$ cat src/rtl/use_pkg.sv
// Shared types for the universal shift engine: opcodes, FSM states, step-op classification.
// Rotate opcodes are recognised only when USE_ROTATE_EN is defined.
package use_pkg;

    localparam logic [2:0] OPC_HOLD = 3'b000;
    localparam logic [2:0] OPC_SHR  = 3'b001;
    localparam logic [2:0] OPC_SHL  = 3'b010;
    localparam logic [2:0] OPC_LOAD = 3'b011;
    localparam logic [2:0] OPC_ASR  = 3'b100;
    localparam logic [2:0] OPC_ROR  = 3'b101;
    localparam logic [2:0] OPC_ROL  = 3'b110;
    localparam logic [2:0] OPC_RSVD = 3'b111;

    typedef enum logic [2:0] {
        OP_HOLD = OPC_HOLD,
        OP_SHR  = OPC_SHR,
        OP_SHL  = OPC_SHL,
        OP_LOAD = OPC_LOAD,
        OP_ASR  = OPC_ASR,
        OP_ROR  = OPC_ROR,
        OP_ROL  = OPC_ROL,
        OP_RSVD = OPC_RSVD
    } op_e;

    typedef enum logic {
        ST_IDLE = 1'b0,
        ST_RUN  = 1'b1
    } state_e;

    // Ops that walk through RUN one bit per edge; everything else finishes in IDLE.
    function automatic logic is_step_op(input op_e op);
        logic result;
        result = 1'b0;
        case (op)
            OP_SHR, OP_SHL, OP_ASR: result = 1'b1;
`ifdef USE_ROTATE_EN
            OP_ROR, OP_ROL:         result = 1'b1;
`else
            OP_ROR, OP_ROL:         result = 1'b0;
`endif
            default:                result = 1'b0;
        endcase
        return result;
    endfunction

endpackage

$ cat src/rtl/use_if.sv
// Command/data bundle between a host (master) and the universal shift engine (slave).
interface use_if #(
    parameter int WIDTH = 8,
    parameter int CNT_W = 4
);
    logic             cmd_valid;
    logic             cmd_ready;
    logic [2:0]       cmd_op;
    logic [CNT_W-1:0] cmd_count;
    logic [WIDTH-1:0] load_data;
    logic             msb_in;
    logic             lsb_in;
    logic [WIDTH-1:0] out;
    logic             serial_out;
    logic             busy;
    logic             done;

    modport master (
        output cmd_valid, cmd_op, cmd_count, load_data, msb_in, lsb_in,
        input  cmd_ready, out, serial_out, busy, done
    );

    modport slave (
        input  cmd_valid, cmd_op, cmd_count, load_data, msb_in, lsb_in,
        output cmd_ready, out, serial_out, busy, done
    );
endinterface

$ cat src/rtl/use_step.sv
// Combinational single-bit step: next register value and the bit that falls off.
// Rotate paths exist only when USE_ROTATE_EN is defined.
module use_step
    import use_pkg::*;
#(
    parameter int WIDTH = 8
) (
    input  op_e              op,
    input  logic [WIDTH-1:0] cur,
    input  logic             msb_in,
    input  logic             lsb_in,
    output logic [WIDTH-1:0] nxt,
    output logic             exit_bit
);

    always_comb begin
        nxt      = cur;
        exit_bit = 1'b0;
        case (op)
            OP_SHR: begin
                nxt      = {msb_in, cur[WIDTH-1:1]};
                exit_bit = cur[0];
            end
            OP_SHL: begin
                nxt      = {cur[WIDTH-2:0], lsb_in};
                exit_bit = cur[WIDTH-1];
            end
            OP_ASR: begin
                nxt      = {cur[WIDTH-1], cur[WIDTH-1:1]};
                exit_bit = cur[0];
            end
`ifdef USE_ROTATE_EN
            OP_ROR: begin
                nxt      = {cur[0], cur[WIDTH-1:1]};
                exit_bit = cur[0];
            end
            OP_ROL: begin
                nxt      = {cur[WIDTH-2:0], cur[WIDTH-1]};
                exit_bit = cur[WIDTH-1];
            end
`endif
            default: begin
                nxt      = cur;
                exit_bit = 1'b0;
            end
        endcase
    end

endmodule

$ cat src/rtl/universal_shift_engine.sv
// Universal shift/rotate register with a valid/ready command port and IDLE/RUN sequencing.
// Define USE_ROTATE_EN to enable ROR/ROL; otherwise they complete as no-ops.
module universal_shift_engine
    import use_pkg::*;
#(
    parameter int WIDTH = 8,
    parameter int CNT_W = 4
) (
    input logic  CLK,
    input logic  Clear,
    use_if.slave bus
);

    state_e           state;
    op_e              run_op;
    logic [CNT_W-1:0] remaining;
    logic [WIDTH-1:0] out_q;
    logic             serial_q;
    logic             done_q;
    logic [WIDTH-1:0] step_next;
    logic             step_exit;
    op_e              cmd_op_e;

    assign cmd_op_e = op_e'(bus.cmd_op);

    // The latched op drives the datapath; fill bits come straight from the bus each step.
    use_step #(.WIDTH(WIDTH)) u_step (
        .op       (run_op),
        .cur      (out_q),
        .msb_in   (bus.msb_in),
        .lsb_in   (bus.lsb_in),
        .nxt      (step_next),
        .exit_bit (step_exit)
    );

    always_ff @(posedge CLK) begin
        if (Clear) begin
            state     <= ST_IDLE;
            run_op    <= OP_HOLD;
            remaining <= '0;
            out_q     <= '0;
            serial_q  <= 1'b0;
            done_q    <= 1'b0;
        end else begin
            done_q <= 1'b0;
            case (state)
                ST_IDLE: begin
                    if (bus.cmd_valid) begin
                        if (cmd_op_e == OP_LOAD) begin
                            out_q  <= bus.load_data;
                            done_q <= 1'b1;
                        end else if (is_step_op(cmd_op_e) && (bus.cmd_count != '0)) begin
                            run_op    <= cmd_op_e;
                            remaining <= bus.cmd_count;
                            state     <= ST_RUN;
                        end else begin
                            done_q <= 1'b1;
                        end
                    end
                end
                ST_RUN: begin
                    out_q     <= step_next;
                    serial_q  <= step_exit;
                    remaining <= remaining - CNT_W'(1);
                    if (remaining == CNT_W'(1)) begin
                        state  <= ST_IDLE;
                        done_q <= 1'b1;
                    end
                end
            endcase
        end
    end

    assign bus.cmd_ready  = (state == ST_IDLE);
    assign bus.busy       = (state == ST_RUN);
    assign bus.out        = out_q;
    assign bus.serial_out = serial_q;
    assign bus.done       = done_q;

endmodule

$ cat src/flat_wrapper.sv
// flat-port wrapper written by rule: the top's interface ports become plain ports
module universal_shift_engine_flat import use_pkg::*;
#(
    parameter int WIDTH = 8,
    parameter int CNT_W = 4
)
  (CLK, Clear, bus_cmd_valid, bus_cmd_op, bus_cmd_count, bus_load_data, bus_msb_in, bus_lsb_in, bus_cmd_ready, bus_out, bus_serial_out, bus_busy, bus_done);
  use_if #(.WIDTH(WIDTH), .CNT_W(CNT_W)) bus_i ();
  input logic CLK;
  input logic Clear;
  input wire logic [$bits(bus_i.cmd_valid)-1:0] bus_cmd_valid;
  input wire logic [$bits(bus_i.cmd_op)-1:0] bus_cmd_op;
  input wire logic [$bits(bus_i.cmd_count)-1:0] bus_cmd_count;
  input wire logic [$bits(bus_i.load_data)-1:0] bus_load_data;
  input wire logic [$bits(bus_i.msb_in)-1:0] bus_msb_in;
  input wire logic [$bits(bus_i.lsb_in)-1:0] bus_lsb_in;
  output wire logic [$bits(bus_i.cmd_ready)-1:0] bus_cmd_ready;
  output wire logic [$bits(bus_i.out)-1:0] bus_out;
  output wire logic [$bits(bus_i.serial_out)-1:0] bus_serial_out;
  output wire logic [$bits(bus_i.busy)-1:0] bus_busy;
  output wire logic [$bits(bus_i.done)-1:0] bus_done;
  assign bus_i.cmd_valid = bus_cmd_valid;
  assign bus_i.cmd_op = bus_cmd_op;
  assign bus_i.cmd_count = bus_cmd_count;
  assign bus_i.load_data = bus_load_data;
  assign bus_i.msb_in = bus_msb_in;
  assign bus_i.lsb_in = bus_lsb_in;
  assign bus_cmd_ready = bus_i.cmd_ready;
  assign bus_out = bus_i.out;
  assign bus_serial_out = bus_i.serial_out;
  assign bus_busy = bus_i.busy;
  assign bus_done = bus_i.done;
  universal_shift_engine #(.WIDTH(WIDTH), .CNT_W(CNT_W)) u_core (.CLK(CLK), .Clear(Clear), .bus(bus_i));
endmodule
$ cat config.mk
export PLATFORM = sky130hd
export DESIGN_NAME = universal_shift_engine_flat
export DESIGN_NICKNAME = d
export VERILOG_FILES = /design/src/rtl/use_pkg.sv /design/src/rtl/use_if.sv /design/src/rtl/use_step.sv /design/src/rtl/universal_shift_engine.sv /design/src/flat_wrapper.sv
export SDC_FILE = /design/constraint.sdc
export NUM_CORES = 1
export LEC_CHECK = 0
export BUFFER_PORTS_ARGS = -buffer_cell sky130_fd_sc_hd__buf_2
export CAP_MARGIN = 40
export CELL_PAD_IN_SITES_DETAIL_PLACEMENT = 1
export CELL_PAD_IN_SITES_GLOBAL_PLACEMENT = 1
export CORE_ASPECT_RATIO = 1.1
export CORE_UTILIZATION = 34
export CTS_CLUSTER_SIZE = 30
export DETAILED_ROUTE_END_ITERATION = 6
export PLACE_DENSITY_LB_ADDON = 0.1
export REMOVE_ABC_BUFFERS = 1
export SLEW_MARGIN = 20
export SYNTH_ARGS = -nofsm -noshare
export SYNTH_HDL_FRONTEND = slang
export SYNTH_SLANG_ARGS = --single-unit
$ cat constraint.sdc
create_clock -name CLK -period 1.3 [get_ports CLK]
set_input_delay 0.13 -clock CLK [delete_from_list [all_inputs] [get_ports CLK]]
set_output_delay 0.13 -clock CLK [all_outputs]
set_load 0.005 [all_outputs]
; ---- Word level (Yosys, flattened, before mapping)
; Index checks and enable logic that the tools add are counted.
[totals]
regBits = 18
input_bits = 20
out_inout_bits = 12
word_cells = 57
[classes]
n_addsub = 1
eq_ne = 15
mux = 24
bitwise_logic = 2
n_reduce_logical = 8
[op_table]
columns = cell, n
row1 = $pmux 8 s3, 1
row2 = $mux 8, 2
row3 = $pmux 8 s2, 1
row4 = $mux 1, 13
row5 = $mux 4, 3
row6 = $eq 3x2->1 const B, 3
row7 = $pmux 4 s2, 1
row8 = $reduce_and 4->1, 2
row9 = $eq 3x1->1 const B, 2
row10 = $eq 3x3->1 const B, 2
row11 = $ne 2x2->1 const B, 3
row12 = $pmux 1 s2, 3
row13 = $reduce_and 3->1, 2
row14 = $eq 4x1->1 const B, 1
row15 = $ne 2x1->1 const B, 2
row16 = $ne 4x4->1 const B, 1
row17 = $reduce_bool 4->1, 1
row18 = $sub 4x1->4 const B, 1
row19 = $ne 3x3->1 const B, 1
row20 = $reduce_or 3->1, 1
row21 = $not 1->1, 2
row22 = $reduce_or 2->1, 1
row23 = $logic_and 1x1->1, 1

; ---- Logic depth before layout (Yosys ltp)
; Gate-level depths: netlist of the first run.
[logic_depth]
depth_word = 12
mapped_depth = 6
ltp_nobuf = 6

; ---- By module
; Synthesis of the first run repeated with hierarchy kept, for this count alone.
[hier_totals]
hier_cells = 147
hier_area_um2 = 1341.3
[modules_own_cells]
columns = module, n_inst, cells_per_inst, area_each_um2, seq_area_each_um2
row1 = universal_shift_engine, 1, 91, 888.4, 360.3
row2 = use_step, 1, 56, 452.9, 0.0

; ---- Least setup slack after synthesis of the first run
; No wires, ideal clock.
[synth_path]
path_type = register to register
startpoint = reg u_core.state, in the netlist u_core.bus.busy
endpoint = reg u_core.out_q[0], in the netlist u_core.bus.out[0]
setup_time_ps = 72
arrival_ps = 1255
required_time_ps = 1228
path_slack_ps = -26
stages_incl_launch_ff = 5
path_buffers = 1
synth_period_minus_slack_ps = 1326
cell_sequence = dfxtp_1 -> buf_4 -> nand4b_1 -> o22ai_2 -> mux2i_1
[synth_via]
elab_chain_cells = 3
word_cells_on_any_way = 6
cone_classes = eq/ne (3) / mux (1) / bitwise (1) / reduce/logical (1)
[synth_lines]
columns = item, line
row1 = start: declaration, universal_shift_engine.sv:14  ; state_e state;
row2 = start signal: assignment, universal_shift_engine.sv:38  ; state <= ST_IDLE;
row3 = start signal: assignment, universal_shift_engine.sv:55  ; state <= ST_RUN;
row4 = start signal: assignment, universal_shift_engine.sv:66  ; state <= ST_IDLE;
row5 = $not 1->1, universal_shift_engine.sv:46  ; case (state)
row6 = $ne 2x1->1 (no line) or $ne 2x2->1 (tied branches), n/a
row7 = $reduce_and 3->1 (no line), n/a
row8 = end signal: assignment, universal_shift_engine.sv:50  ; out_q <= bus.load_data;
row9 = end signal: assignment, universal_shift_engine.sv:62  ; out_q <= step_next;
row10 = end: declaration, universal_shift_engine.sv:17  ; logic [WIDTH-1:0] out_q;
; Parallel ways exist; a longest one is shown, timed or not.
; A chain may end at the register's enable or synchronous reset.

; ---- Final worst setup path of the first run
[layout_path]
startpoint = reg u_core.state, in the netlist u_core.bus.busy
endpoint = reg u_core.out_q[5], in the netlist u_core.bus.out[5]
; The elaborated chain is that of the path after synthesis.

==> reports/results.ini, run 1 <==
[outcome]
run_status=finished with violations
violations=DRC, setup timing

[power_and_ir_drop]
p_leak_nw=0.667
p_per_area_nw_per_um2=898
vdd_ir_drop_max_mv=0.441

[grt]
overflow=0
grt_pass1_vias=1175
grt_antenna_before_repair=0
grt_max_degree=27
globalRouteTotalUtil_pct=19.2
grt_pass1_wl_um=5480

[final_layout]
final_util_pct=49.6
fin_nets=197
num_antenna_cells=0
final_area_um2=1570
drive_gt1_share_pct=41.4
area_growth_pct=33.8
final_cells=208

[place]
dp_hpwl_um=2290
port_buffers=31
placed_cells=198
pre_cts_slack_ps=-229
place_congestion=0.795
placed_area_um2=1400

[sta]
clock.fmax_mhz=753
slew_headroom_pct=70.3
setup_tns_ps=-131
setup_viol_count_final=7
finalCritPeriodShare_pct=102
rsz0062_at_grt=yes
setup_slack_ps=-27.2
period_needed_ps=1330
worst_pin_slew_ps=446
clock_skew_ps=2.33
drv_slew=0
hold_viol_final=0

[logic_synthesis]
ys_seq_elements=18
ys_types=42
netlist.area_leader.share_pct=30.8
netlist_area_um2=1170
async_flop_share_pct=0
ys_top_cells_by_area=dfxtp_1, mux2i_1, a211o_1
synth_cells=128
synth_area_leader_cell=dfxtp_1
ys_warn_count=0
synth_commonest_cells=dfxtp_1, mux2i_1, nor2_1, a211o_1, nand2b_1
synth_seq_area_share_pct=30.8
syn_avg_cell_area_um2=9.14
synth_edf_count=0
synth_most_common_cell=dfxtp_1
synth_flop_cell=dfxtp_1

[route]
antenna_left=0
drcViolationCount=1
wl_um=3190
drt_iter0_drc=52
viasPerCell=5.48
first_pass_iters=5
via_count=1139
wl_per_cell_um=15.3

[critical_path]
critical-path-max-stage-delay_ps=370
critPathTopFamily=flip-flops
slowest_stage=dfxtp_4
critical_path.max_fanout=7
cp-start-kind=flip-flop
crit_arrival_ps=1550
critPathKind=reg2reg
timing.critical_path.buf_inv=1
required_ps=1520
crit_path_end_kind=flip-flop
cp_cell_sequence=nand4b_1, o22ai_4, buf_12, mux2i_1

[cts]
numCtsBuffers=3
cts_tree=built
cts_sinks=18
clock_tree.buffer_depth=2
insertion_delay_ps=290
h-tree-depth=1
clkTransAtPathRegs_ps=110
cts_root_buffer=clkbuf_4

[floorplanning]
io_pins=32
dieArea_um2=3680
core.rowCount=21
fp.dieW_um=57.9
core_area_um2=3150
initial_core_util_pct=37.1
die_h_um=63.5

[job]
drv_cap=0

[min_path]
hold_path.class=in2reg

[sequential cells by signal, indices dropped and copies added (netlist names)]
signal,flops
u_core.run_op,3
u_core.bus.out,8
u_core.remaining,4
u_core.bus.serial_out,1
u_core.bus.done,1
u_core.bus.busy,1
[area by class of cell]
| class | count | area (µm²) |
|---|---|---|
| sequential | 18 | 377 |
| timing repair buffer | 52 | 340 |
| clock buffer | 4 | 36.3 |
| multi-input combinational | 96 | 752 |
| fill | 380 | 1590 |
| inverter | 4 | 17.5 |
| tap | 34 | 42.5 |
[worst paths after layout]
kind | startpoint | endpoint | slack, ps | cells past startpoint
max | u_core.bus.busy$_SDFF_PP0_ | u_core.bus.out[5]$_SDFFE_PP0P_ | -30 | 4
min | bus_cmd_count[2] | u_core.remaining[2]$_SDFFE_PP0P_ | 120 | 3
max reg2reg | u_core.bus.busy$_SDFF_PP0_ | u_core.bus.out[5]$_SDFFE_PP0P_ | -30 | 4
min reg2reg | u_core.bus.serial_out$_SDFFE_PP0P_ | u_core.bus.serial_out$_SDFFE_PP0P_ | 520 | 2
[metrics by stage]
| step | power (W) | hold WS, ps |
|---|---|---|
| 2_1_floorplan | 0.000846 | 199 |
| 3_3_place_gp | 0.00100 | 417 |
| 3_5_place_dp | 0.00102 | 434 |
| 4_1_cts | 0.00140 | 107 |
| 5_1_grt | 0.00151 | 116 |
| 6_report | 0.00141 | 120 |
[cell usage in the layout, fill, tap and decap left out, types with 2 or more instances in the layout]
master and instances:
buf_2 31, mux2i_1 17, buf_4 17, nor2_1 14
dfxtp_1 13, a211o_1 7, nand2b_1 6, nand2_1 5
a21oi_1 4, nand3b_1 4, dfxtp_4 4, inv_1 3
nand3_1 3, o21ai_0 3, clkbuf_4 3, o21ai_1 2
o2111ai_2 2, o311a_1 2, a211oi_1 2, a31oi_1 2
ha_1 2, buf_6 2
[logic make-up after synthesis]
logic type	count (synthesis)	share of synthesized area, %
adders and majority gates	2	2.14
AOI/OAI and AO/OA	35	23.7
buffers and inverters	14	7.91
and+or+nand+nor	39	18.0
xor gates and xnor gates	3	2.89
muxes	17	14.5
DFF	18	30.8
[per-layer routing]
layer | track usage, % | vias up | share of wire [%]
li1 | - | 565 | -
met1 | 22.2 | 551 | 42
met2 | 35.8 | 21 | 54
met3 | 3.08 | 2 | 3.0
met4 | 4.46 | 0 | 0.66
met5 | 0 | - | 0
[where the power goes]
group,leakage (nW),internal (W),switching [W]
combinational,0.496,0.000221,0.000206
sequential,0.150,0.000591,0.0000440
clock,0.0210,0.000170,0.000174
[repair_timing]
action / in CTS / in global routing
pin swaps: 5 / 10
buffers inserted: 3 / 3
hold buffers: 0 / 0
gates resized for setup: 12 / 9
setup endpoints to repair: 12 / 15
[worst register-to-register path, cell delays in order (launching register included)]
cell	delay, ps
dfxtp_4	370
nand4b_1	280
o22ai_4	270
buf_12	160
mux2i_1	180
(Power assumes the default switching activity.)
==> run 2, diff against run 1 <==
Settings changed: CORE_UTILIZATION 34 to 41.
Clock period 1.3 ns to 1.7 ns, I/O delays scaled along.
==> run 2 against run 1 <==
  * The run now ends clean
  * Clock power fell by 19%
  * Total power is 27% lower
  * Sequential share of layout area up 2.2 points
  * Design area is 12% lower
  * Largest power group unchanged
==> reports/results.ini, run 2 (synthesis gave the netlist of run 1 again) <==
[min_path]
hold_path.class=in2reg
holdPathStages=2

[power_and_ir_drop]
p_per_area_nw_per_um2=751
p_leak_nw=0.566
power.total_w=0.00103
vdd_ir_drop_max_mv=0.564

[place]
place_congestion=0.783
placed_cells=186
port_buffers=31
dp_hpwl_um=2230

[sta]
setup_viol_count_final=0
worst_pin_slew_ps=495
finalCritPeriodShare_pct=90.2
clock.fmax_mhz=652
rsz0062_at_grt=no
drv_slew=0
clock_skew_ps=10.3
period_needed_ps=1530
slew_headroom_pct=67.0
hold_viol_final=0

[route]
viasPerCell=5.68
drcViolationCount=0
antenna_left=0
wl_per_cell_um=16.6
drt_iter0_drc=9
via_count=1080
wl_um=3150
first_pass_iters=4

[cts]
h-tree-depth=1
cts_sinks=18
cts_tree=built
cts_root_buffer=clkbuf_4
clock_tree.buffer_depth=2
postCtsHoldBufs=0
numCtsBuffers=3
cts_setup_buffers=0
clkTransAtPathRegs_ps=110
insertion_delay_ps=310

[floorplanning]
fp.dieW_um=52.9
dieArea_um2=3070
core_area_um2=2590
initial_core_util_pct=45.1
core.rowCount=19
die_h_um=58.0
io_pins=32

[final_layout]
layout_common_cells=buf_2, dfxtp_1, mux2i_1
final_common_cell=buf_2
final_cells=190
num_antenna_cells=0
drive_gt1_share_pct=30.2
fin_nets=182
area_growth_pct=17.4
num-fill-cells=320
largest_reg_flops=8

[grt]
grt_max_degree=27
top_usage_layer=met2
overflow=0
use_met2_pct=41.2
grt_pass1_wl_um=5100
grtUsageMet3_pct=5.25
grtUsageMet1_pct=25.7
grt_pass1_vias=1150
globalRouteTotalUtil_pct=22.7
grt_antenna_before_repair=0

[critical_path]
crit_arrival_ps=1770
critPathKind=reg2reg
crit_path_end_kind=flip-flop
required_ps=1930
cp-start-kind=flip-flop
critical_path.max_fanout=7
r2r_cells=4

[outcome]
run_status=complete, no violations

[job]
drv_cap=0

## run 2: cell type report
class | count | area, µm² | area share [%]
clock buffers | 4 | 36.3 | 2.64
inverters | 4 | 15.0 | 1.09
well taps | 31 | 38.8 | 2.82
repair buffers | 37 | 200 | 14.6
multi-input cells | 96 | 723 | 52.6
flip-flops and latches | 18 | 360 | 26.2
## run 2: path summary, 6_finish.rpt
kind,startpoint,endpoint,slack [ps]
setup reg to reg,u_core.run_op[1]$_SDFFE_PP0P_,u_core.bus.out[3]$_SDFFE_PP0P_,170
hold / removal,bus_cmd_count[1],u_core.remaining[1]$_SDFFE_PP0P_,140
setup / recovery,u_core.run_op[1]$_SDFFE_PP0P_,u_core.bus.out[3]$_SDFFE_PP0P_,170
hold reg to reg,u_core.bus.serial_out$_SDFFE_PP0P_,u_core.bus.serial_out$_SDFFE_PP0P_,520
## run 2: critical path, cell delays in order (launching register included)
cell	delay (ps)
dfxtp_1	370
nor3b_4	460
mux2i_1	150
a211o_1	320
mux2i_1	150
## run 2: repair_timing
item                                    4_1_cts  5_1_grt
endpoints found under the setup margin        0        7
hold endpoints to repair                      0        0
gates resized for setup                       0        1
## run 2: per-layer routing
metal | vias up | share of wire, %
met5 | - | 0
met4 | 0 | 0.89
met3 | 2 | 3.2
met2 | 21 | 53
met1 | 522 | 43
li1 | 535 | -
## run 2: power breakdown
| part | total (W) | switching (W) | internal (W) |
|---|---|---|---|
| clock network | 0.000278 | 0.000147 | 0.000131 |
| registers | 0.000483 | 0.0000305 | 0.000453 |
| logic | 0.000270 | 0.000145 | 0.000125 |
## run 2: through the flow
stage               hold WS (ps)  TNS [ps]  cell area, µm²  util (%)  setup slack [ps]
floorplan                    239     -7.76            1090         -             -7.76
global placement             445         0            1330      51.4               146
detailed placement           451         0            1330      51.4              49.1
CTS                          115         0            1370      52.8              2.00
global route                 128         0            1370      53.0              33.9
finish                       138         0            1370      53.0               167
